==> src/rtl/ps2_scancode_decoder.sv <==
// ps2_scancode_decoder
//   Drains the ps2_keyboard FIFO one byte at a time and decodes Set-2 scan codes.
//   The E0 (extended), F0 (break) and E1 (pause) prefixes are interpreted here.
//   Each real key byte produces a one-cycle key event that carries:
//     make/break/repeat flags, a fresh-press counter and an ASCII translation.
// Ports
//   clk         system clock, all logic on the rising edge
//   rst         synchronous active-high reset
//   data        FIFO head byte, valid while ready=1
//   ready       FIFO non-empty
//   overflow    FIFO overflow flag from ps2_keyboard
//   nextdata_n  active-low pop strobe, low only in the POP state
//   key_valid   one-cycle event strobe (GAP state only)
//   key_code    scan code of the last event, prefixes stripped
//   key_ext     last event was E0-prefixed
//   key_release last event was a break
//   key_repeat  last event was a typematic make of the held key
//   ascii       ASCII of the last event (0 if unmapped, extended or break)
//   key_held    a key is currently held
//   key_count   number of fresh makes, wraps
//   ovf_seen    sticky overflow indicator
module ps2_scancode_decoder #(
   parameter int PAUSE_SKIP = 7,
   parameter int CNT_W      = 8
) (
   input  logic             clk,
   input  logic             rst,
   input  logic [7:0]       data,
   input  logic             ready,
   input  logic             overflow,
   output logic             nextdata_n,
   output logic             key_valid,
   output logic [7:0]       key_code,
   output logic             key_ext,
   output logic             key_release,
   output logic             key_repeat,
   output logic [7:0]       ascii,
   output logic             key_held,
   output logic [CNT_W-1:0] key_count,
   output logic             ovf_seen
);

   localparam int SKIP_W = (PAUSE_SKIP > 1) ? $clog2(PAUSE_SKIP + 1) : 1;

   typedef enum logic [1:0] {IDLE = 2'd0, POP = 2'd1, GAP = 2'd2} state_t;

   state_t             state_r, state_s;
   logic [7:0]         byte_r, byte_s;
   logic [SKIP_W-1:0]  skip_cnt_r, skip_cnt_s;
   logic               ext_r, ext_s, brk_r, brk_s;
   logic               held_valid_r, held_valid_s;
   logic [8:0]         held_code_r, held_code_s;   // {ext, code}
   logic               lshift_r, lshift_s, rshift_r, rshift_s;
   logic               valid_r, valid_s;
   logic [7:0]         code_r, code_s;
   logic               kext_r, kext_s, krel_r, krel_s, krep_r, krep_s;
   logic [7:0]         ascii_r, ascii_s;
   logic [CNT_W-1:0]   count_r, count_s;
   logic               ovf_r;

   // Bytes that are keyboard protocol responses rather than key codes.
   function automatic logic is_ctrl(input logic [7:0] b);
      case (b)
         8'h00, 8'hAA, 8'hEE, 8'hFA, 8'hFE, 8'hFF: is_ctrl = 1'b1;
         default:                                  is_ctrl = 1'b0;
      endcase
   endfunction

   // Lowercase / unshifted ASCII of a non-extended Set-2 code.
   function automatic logic [7:0] ascii_lc(input logic [7:0] b);
      case (b)
         8'h1C: ascii_lc = 8'h61;  8'h32: ascii_lc = 8'h62;  8'h21: ascii_lc = 8'h63;
         8'h23: ascii_lc = 8'h64;  8'h24: ascii_lc = 8'h65;  8'h2B: ascii_lc = 8'h66;
         8'h34: ascii_lc = 8'h67;  8'h33: ascii_lc = 8'h68;  8'h43: ascii_lc = 8'h69;
         8'h3B: ascii_lc = 8'h6A;  8'h42: ascii_lc = 8'h6B;  8'h4B: ascii_lc = 8'h6C;
         8'h3A: ascii_lc = 8'h6D;  8'h31: ascii_lc = 8'h6E;  8'h44: ascii_lc = 8'h6F;
         8'h4D: ascii_lc = 8'h70;  8'h15: ascii_lc = 8'h71;  8'h2D: ascii_lc = 8'h72;
         8'h1B: ascii_lc = 8'h73;  8'h2C: ascii_lc = 8'h74;  8'h3C: ascii_lc = 8'h75;
         8'h2A: ascii_lc = 8'h76;  8'h1D: ascii_lc = 8'h77;  8'h22: ascii_lc = 8'h78;
         8'h35: ascii_lc = 8'h79;  8'h1A: ascii_lc = 8'h7A;
         8'h45: ascii_lc = 8'h30;  8'h16: ascii_lc = 8'h31;  8'h1E: ascii_lc = 8'h32;
         8'h26: ascii_lc = 8'h33;  8'h25: ascii_lc = 8'h34;  8'h2E: ascii_lc = 8'h35;
         8'h36: ascii_lc = 8'h36;  8'h3D: ascii_lc = 8'h37;  8'h3E: ascii_lc = 8'h38;
         8'h46: ascii_lc = 8'h39;
         8'h29: ascii_lc = 8'h20;  8'h5A: ascii_lc = 8'h0D;
         default: ascii_lc = 8'h00;
      endcase
   endfunction

   // Apply shift to letters only; digits and others ignore it.
   function automatic logic [7:0] ascii_of(input logic [7:0] b, input logic shift);
      logic [7:0] lc;
      lc = ascii_lc(b);
      if (shift && (lc >= 8'h61) && (lc <= 8'h7A)) ascii_of = lc - 8'h20;
      else                                         ascii_of = lc;
   endfunction

   // Fetch FSM next state.
   always_comb begin
      state_s = state_r;
      case (state_r)
         IDLE:    if (ready) state_s = POP; else state_s = IDLE;
         POP:     state_s = GAP;
         GAP:     state_s = IDLE;
         default: state_s = IDLE;
      endcase
   end

   // Byte capture and decode; decode results only change while in POP.
   always_comb begin
      byte_s       = byte_r;
      skip_cnt_s   = skip_cnt_r;
      ext_s        = ext_r;
      brk_s        = brk_r;
      held_valid_s = held_valid_r;
      held_code_s  = held_code_r;
      lshift_s     = lshift_r;
      rshift_s     = rshift_r;
      valid_s      = 1'b0;
      code_s       = code_r;
      kext_s       = kext_r;
      krel_s       = krel_r;
      krep_s       = krep_r;
      ascii_s      = ascii_r;
      count_s      = count_r;
      if ((state_r == IDLE) && ready) byte_s = data;
      else                            byte_s = byte_r;
      if (state_r == POP) begin
         if (skip_cnt_r != '0) begin
            skip_cnt_s = skip_cnt_r - SKIP_W'(1);
         end else if (byte_r == 8'hE1) begin
            skip_cnt_s = SKIP_W'(PAUSE_SKIP);
            ext_s      = 1'b0;
            brk_s      = 1'b0;
         end else if (byte_r == 8'hE0) begin
            ext_s = 1'b1;
         end else if (byte_r == 8'hF0) begin
            brk_s = 1'b1;
         end else if (is_ctrl(byte_r)) begin
            ext_s = 1'b0;
            brk_s = 1'b0;
         end else begin
            valid_s = 1'b1;
            code_s  = byte_r;
            kext_s  = ext_r;
            krel_s  = brk_r;
            ext_s   = 1'b0;
            brk_s   = 1'b0;
            if (!brk_r) begin
               // Make: same key as held means typematic repeat.
               if (held_valid_r && (held_code_r == {ext_r, byte_r})) begin
                  krep_s = 1'b1;
               end else begin
                  krep_s       = 1'b0;
                  held_valid_s = 1'b1;
                  held_code_s  = {ext_r, byte_r};
                  count_s      = count_r + CNT_W'(1);
               end
               if (ext_r) ascii_s = 8'h00;
               else       ascii_s = ascii_of(byte_r, lshift_r | rshift_r);
            end else begin
               krep_s  = 1'b0;
               ascii_s = 8'h00;
               if (held_valid_r && (held_code_r == {ext_r, byte_r})) held_valid_s = 1'b0;
               else                                                   held_valid_s = held_valid_r;
            end
            // Shift flags follow make/break of the non-extended shift keys.
            if (!ext_r) begin
               case (byte_r)
                  8'h12:   lshift_s = ~brk_r;
                  8'h59:   rshift_s = ~brk_r;
                  default: lshift_s = lshift_r;
               endcase
            end else begin
               lshift_s = lshift_r;
            end
         end
      end else begin
         valid_s = 1'b0;
      end
   end

   // State and decode registers.
   always_ff @(posedge clk) begin
      if (rst) begin
         state_r      <= IDLE;
         byte_r       <= 8'h00;
         skip_cnt_r   <= '0;
         ext_r        <= 1'b0;
         brk_r        <= 1'b0;
         held_valid_r <= 1'b0;
         held_code_r  <= 9'h000;
         lshift_r     <= 1'b0;
         rshift_r     <= 1'b0;
         valid_r      <= 1'b0;
         code_r       <= 8'h00;
         kext_r       <= 1'b0;
         krel_r       <= 1'b0;
         krep_r       <= 1'b0;
         ascii_r      <= 8'h00;
         count_r      <= '0;
      end else begin
         state_r      <= state_s;
         byte_r       <= byte_s;
         skip_cnt_r   <= skip_cnt_s;
         ext_r        <= ext_s;
         brk_r        <= brk_s;
         held_valid_r <= held_valid_s;
         held_code_r  <= held_code_s;
         lshift_r     <= lshift_s;
         rshift_r     <= rshift_s;
         valid_r      <= valid_s;
         code_r       <= code_s;
         kext_r       <= kext_s;
         krel_r       <= krel_s;
         krep_r       <= krep_s;
         ascii_r      <= ascii_s;
         count_r      <= count_s;
      end
   end

   // Sticky overflow flag, cleared only by reset.
   always_ff @(posedge clk) begin
      if (rst)           ovf_r <= 1'b0;
      else if (overflow) ovf_r <= 1'b1;
      else               ovf_r <= ovf_r;
   end

   assign nextdata_n  = (state_r == POP) ? 1'b0 : 1'b1;
   assign key_valid   = valid_r;
   assign key_code    = code_r;
   assign key_ext     = kext_r;
   assign key_release = krel_r;
   assign key_repeat  = krep_r;
   assign ascii       = ascii_r;
   assign key_held    = held_valid_r;
   assign key_count   = count_r;
   assign ovf_seen    = ovf_r;

endmodule

==> config.mk <==
export PLATFORM = sky130hd
export DESIGN_NAME = ps2_scancode_decoder
export DESIGN_NICKNAME = d
export VERILOG_FILES = /design/src/rtl/ps2_scancode_decoder.sv
export SDC_FILE = /design/constraint.sdc
export NUM_CORES = 1
export LEC_CHECK = 0
export ABC_AREA = 1
export CAP_MARGIN = 5
export CELL_PAD_IN_SITES_DETAIL_PLACEMENT = 1
export CELL_PAD_IN_SITES_GLOBAL_PLACEMENT = 1
export CORE_UTILIZATION = 41
export CTS_BUF_LIST = sky130_fd_sc_hd__clkbuf_8
export DETAILED_ROUTE_END_ITERATION = 10
export PLACE_DENSITY_LB_ADDON = 0.1
export SLEW_MARGIN = 20
export SYNTH_ARGS = -nofsm -noshare
export SYNTH_HDL_FRONTEND = slang
export SYNTH_SLANG_ARGS = --single-unit
==> constraint.sdc <==
create_clock -name clk -period 2.9 [get_ports clk]
set_clock_uncertainty 0.15 [all_clocks]
set_input_delay 0.58 -clock clk [delete_from_list [all_inputs] [get_ports clk]]
set_output_delay 0.58 -clock clk [all_outputs]
set_load 0.05 [all_outputs]
==> summary.md <==
| Metric | Value |
|---|---|
| Clock root cell | `clkbuf_8` |
| Synth Flop Type | `dfxtp_1` |
| DRC | `0` |
| Worst R2R Setup Slack | `about 0.57 ns` |
| Worst Path Max Fanout | `7` |
| Worst r2r src | `byte_r[0]` |
| Clk slew on worst S/H paths | `~0.070 ns` |
| FF+latch count, synth | `63` |
| Final Core Density | `52.2%` |
| Min cycle time layout | `about 2.5 ns` |
| Leading cell type in the layout, fill and taps excluded | `nand2_1` |
| Via count | `around 3700` |
| Cts repair resizes | `0` |
| Grt ovf | `0` |
| Clk sinks | `between 60 and 70` |
| Worst EP arrival | `between 1.5 and 2 ns` |
| First drt pass iteration count | `4` |
| Hold path startpoint | `ascii[4]` |
| Core Rows | `33` |
| Final WS setup | `0.390 ns` |
| YS warnings | `0` |
| Routed WL | `about 11 mm` |
| Post-Syn Area per Cell | `roughly 6.6 um2` |
| Clock insertion delay at the later pin of the skew report | `0.34 ns` |
| H-tree depth | `3` |
| Vias per cell | `roughly 5.3` |
| Final Hold Fails | `0` |
| Die height | `~96 um` |
| Quantity of hold-fixing buffers added after cts | `0` |
| Critical Path RT | `between 2 and 2.5 ns` |
| Mapped cell area | `roughly 0.0036 mm2` |
| Post-synth EDFFs | `0` |
| Port Buffers | `42` |
| Ant diodes | `0` |
| Final Setup Violations | `0` |
| CTS tree | `done` |
| Die width | `about 96 um` |
| I/O pin count | `43` |
| First-pass GRT wire length | `roughly 19 mm` |
| GP Congestion | `roughly 0.9` |
| Largest net degree at the start of global routing | `30` |
| Post-synth ARST share | `0%` |
| Routed Antenna Nets | `0` |
| Status | `completed` |
| Count of different cell masters after synthesis | `33` |
| Setup Slack @ Placement | `0.0397 ns` |
| R2R depth | `15` |
| Synthesized instance count | `544` |
| Peak supply drop | `0.246 mV` |
| Num CTS Buffers | `9` |
| F_max | `roughly 0.40 GHz` |
| Setup total negative slack | `0 ns` |
| GR Util All Layers | `between 20 and 30%` |
| Final period util | `86.5%` |
| Core area | `between 0.008 and 0.009 mm2` |
| Longest Clk Path Bufs | `2` |
| Die ar. | `a little over 0.009 mm2` |
| Starting density of the core | `roughly 43%` |
| WS Path Type | `flip-flop to output pin` |
| # nets final | `619` |
| Rel. slew slack | `60.2%` |
| CP Capture Type | `output pin` |
| First DRT Iteration DRCs | `77` |
| Most frequent cells in the layout | `155 x nand2_1, 70 x nor2_1, 63 x dfxtp_1, 51 x nand3_1, 42 x clkdlybuf4s50_1` |
| P_leak | `roughly 2 nW` |
| RSZ-0062 raised after global routing | `no` |
| Slew Limit Fails | `0` |
| Crit path launch type | `flip-flop` |
| Post-DP HPWL | `roughly 8.5 mm` |
| Initial antenna violation count | `0` |
| Drt wl/cell | `roughly 16 um` |
| Hold Path Depth | `2` |
| Post-synthesis sequential area ratio | `35.1%` |
| Share of cells above drive strength 1 | `a little over 10%` |
| Worst slew pin tran | `0.596 ns` |
| CP Launch Point | `state_r[1]` |
| Syn Nets | `between 500 and 600` |
| Max-cap violation count | `0` |
| Hold WC Path Type | `flip-flop to flip-flop` |
| Syn-to-layout area delta | `21.4%` |
| Post-CTS Setup Inserts | `0` |
| Hold Path End | `ascii[4]` |
| Vias in the first global route | `between 3000 and 4000` |
| Power Dens Cells | `slightly above 500 mW/mm2` |
-- through the flow --
stage	power [mW]	std cells	cell area [um2]	hold WS (ns)
2_1_floorplan	1.32	544	3590	0.302
3_3_place_gp	1.47	687	4160	0.298
4_1_cts	2.26	702	4360	0.326
5_1_grt	2.36	702	4360	0.344
3_5_place_dp	1.49	687	4160	0.312
6_report	2.25	702	4360	0.319
-- power breakdown --
part           switching (mW)  internal, mW  leakage (nW)
Sequential             0.0471         0.911         0.513
Combinational           0.338         0.171          1.35
Clock                   0.345         0.435         0.103
Total                   0.730          1.52          1.97
-- worst max path at each step --
| stage | to | cells after the start |
|---|---|---|
| after floorplan | flip-flop | 16 |
| after global placement | flip-flop | 10 |
| after detailed placement | flip-flop | 16 |
| after CTS | nextdata_n | 3 |
| after global routing | flip-flop | 16 |
| final | nextdata_n | 3 |
-- cell usage after synthesis, types with 2 or more instances --
cell	number	area (um2)
o21ai_1	10	50.1
ha_1	14	175
buf_6	3	33.8
xnor2_1	4	35.0
a21oi_1	38	190
o31ai_1	2	15.0
buf_2	11	55.1
nand2_1	155	582
nand3_1	51	255
nor4_1	2	12.5
o21ai_0	18	90.1
nand4_1	11	68.8
nand2_2	2	12.5
xor2_1	6	52.6
nor2_1	70	263
o211ai_2	2	25.0
clkbuf_1	4	15.0
inv_2	13	48.8
dfxtp_1	63	1260
nand3_2	3	30.0
nor3_1	5	25.0
nor2_4	4	45.0
nor2_2	4	25.0
inv_1	40	150
-- layer usage --
layer  vias to the layer above  global-route usage [%]  wire length (um)  part of all wire [%]
li1                       1850                       -                 -                     -
met5                         -                       0                 0                     0
met2                        81                    48.9              5670                    50
met1                      1769                    31.3              4910                    44
met4                         0                    13.4               313                   2.8
met3                        27                    2.55               362                   3.2
-- worst max-delay path, stage by stage, from the launching register on --
cell and delay (ns):
dfxtp_1 0.37, inv_1 0.07, nand2_2 0.17, clkdlybuf4s50_1 0.84
-- area by class of cell --
class / count / area, um2
timing repair buffer: 58 / 553
multi-input combinational: 408 / 2010
clock inverter: 4 / 46.3
sequential: 63 / 1260
inverter: 53 / 199
clock buffer: 11 / 151
tap: 105 / 131
fill: 1132 / 3990
-- kinds of logic after synthesis --
logic type,Yosys count,synth area share [%]
compound gates,73,11.0
xor+xnor,10,2.44
fa+ha+maj,14,4.88
buf+inv,73,8.75
flops,63,35.1
simple gates,311,37.8
(Power assumes the default switching activity.)
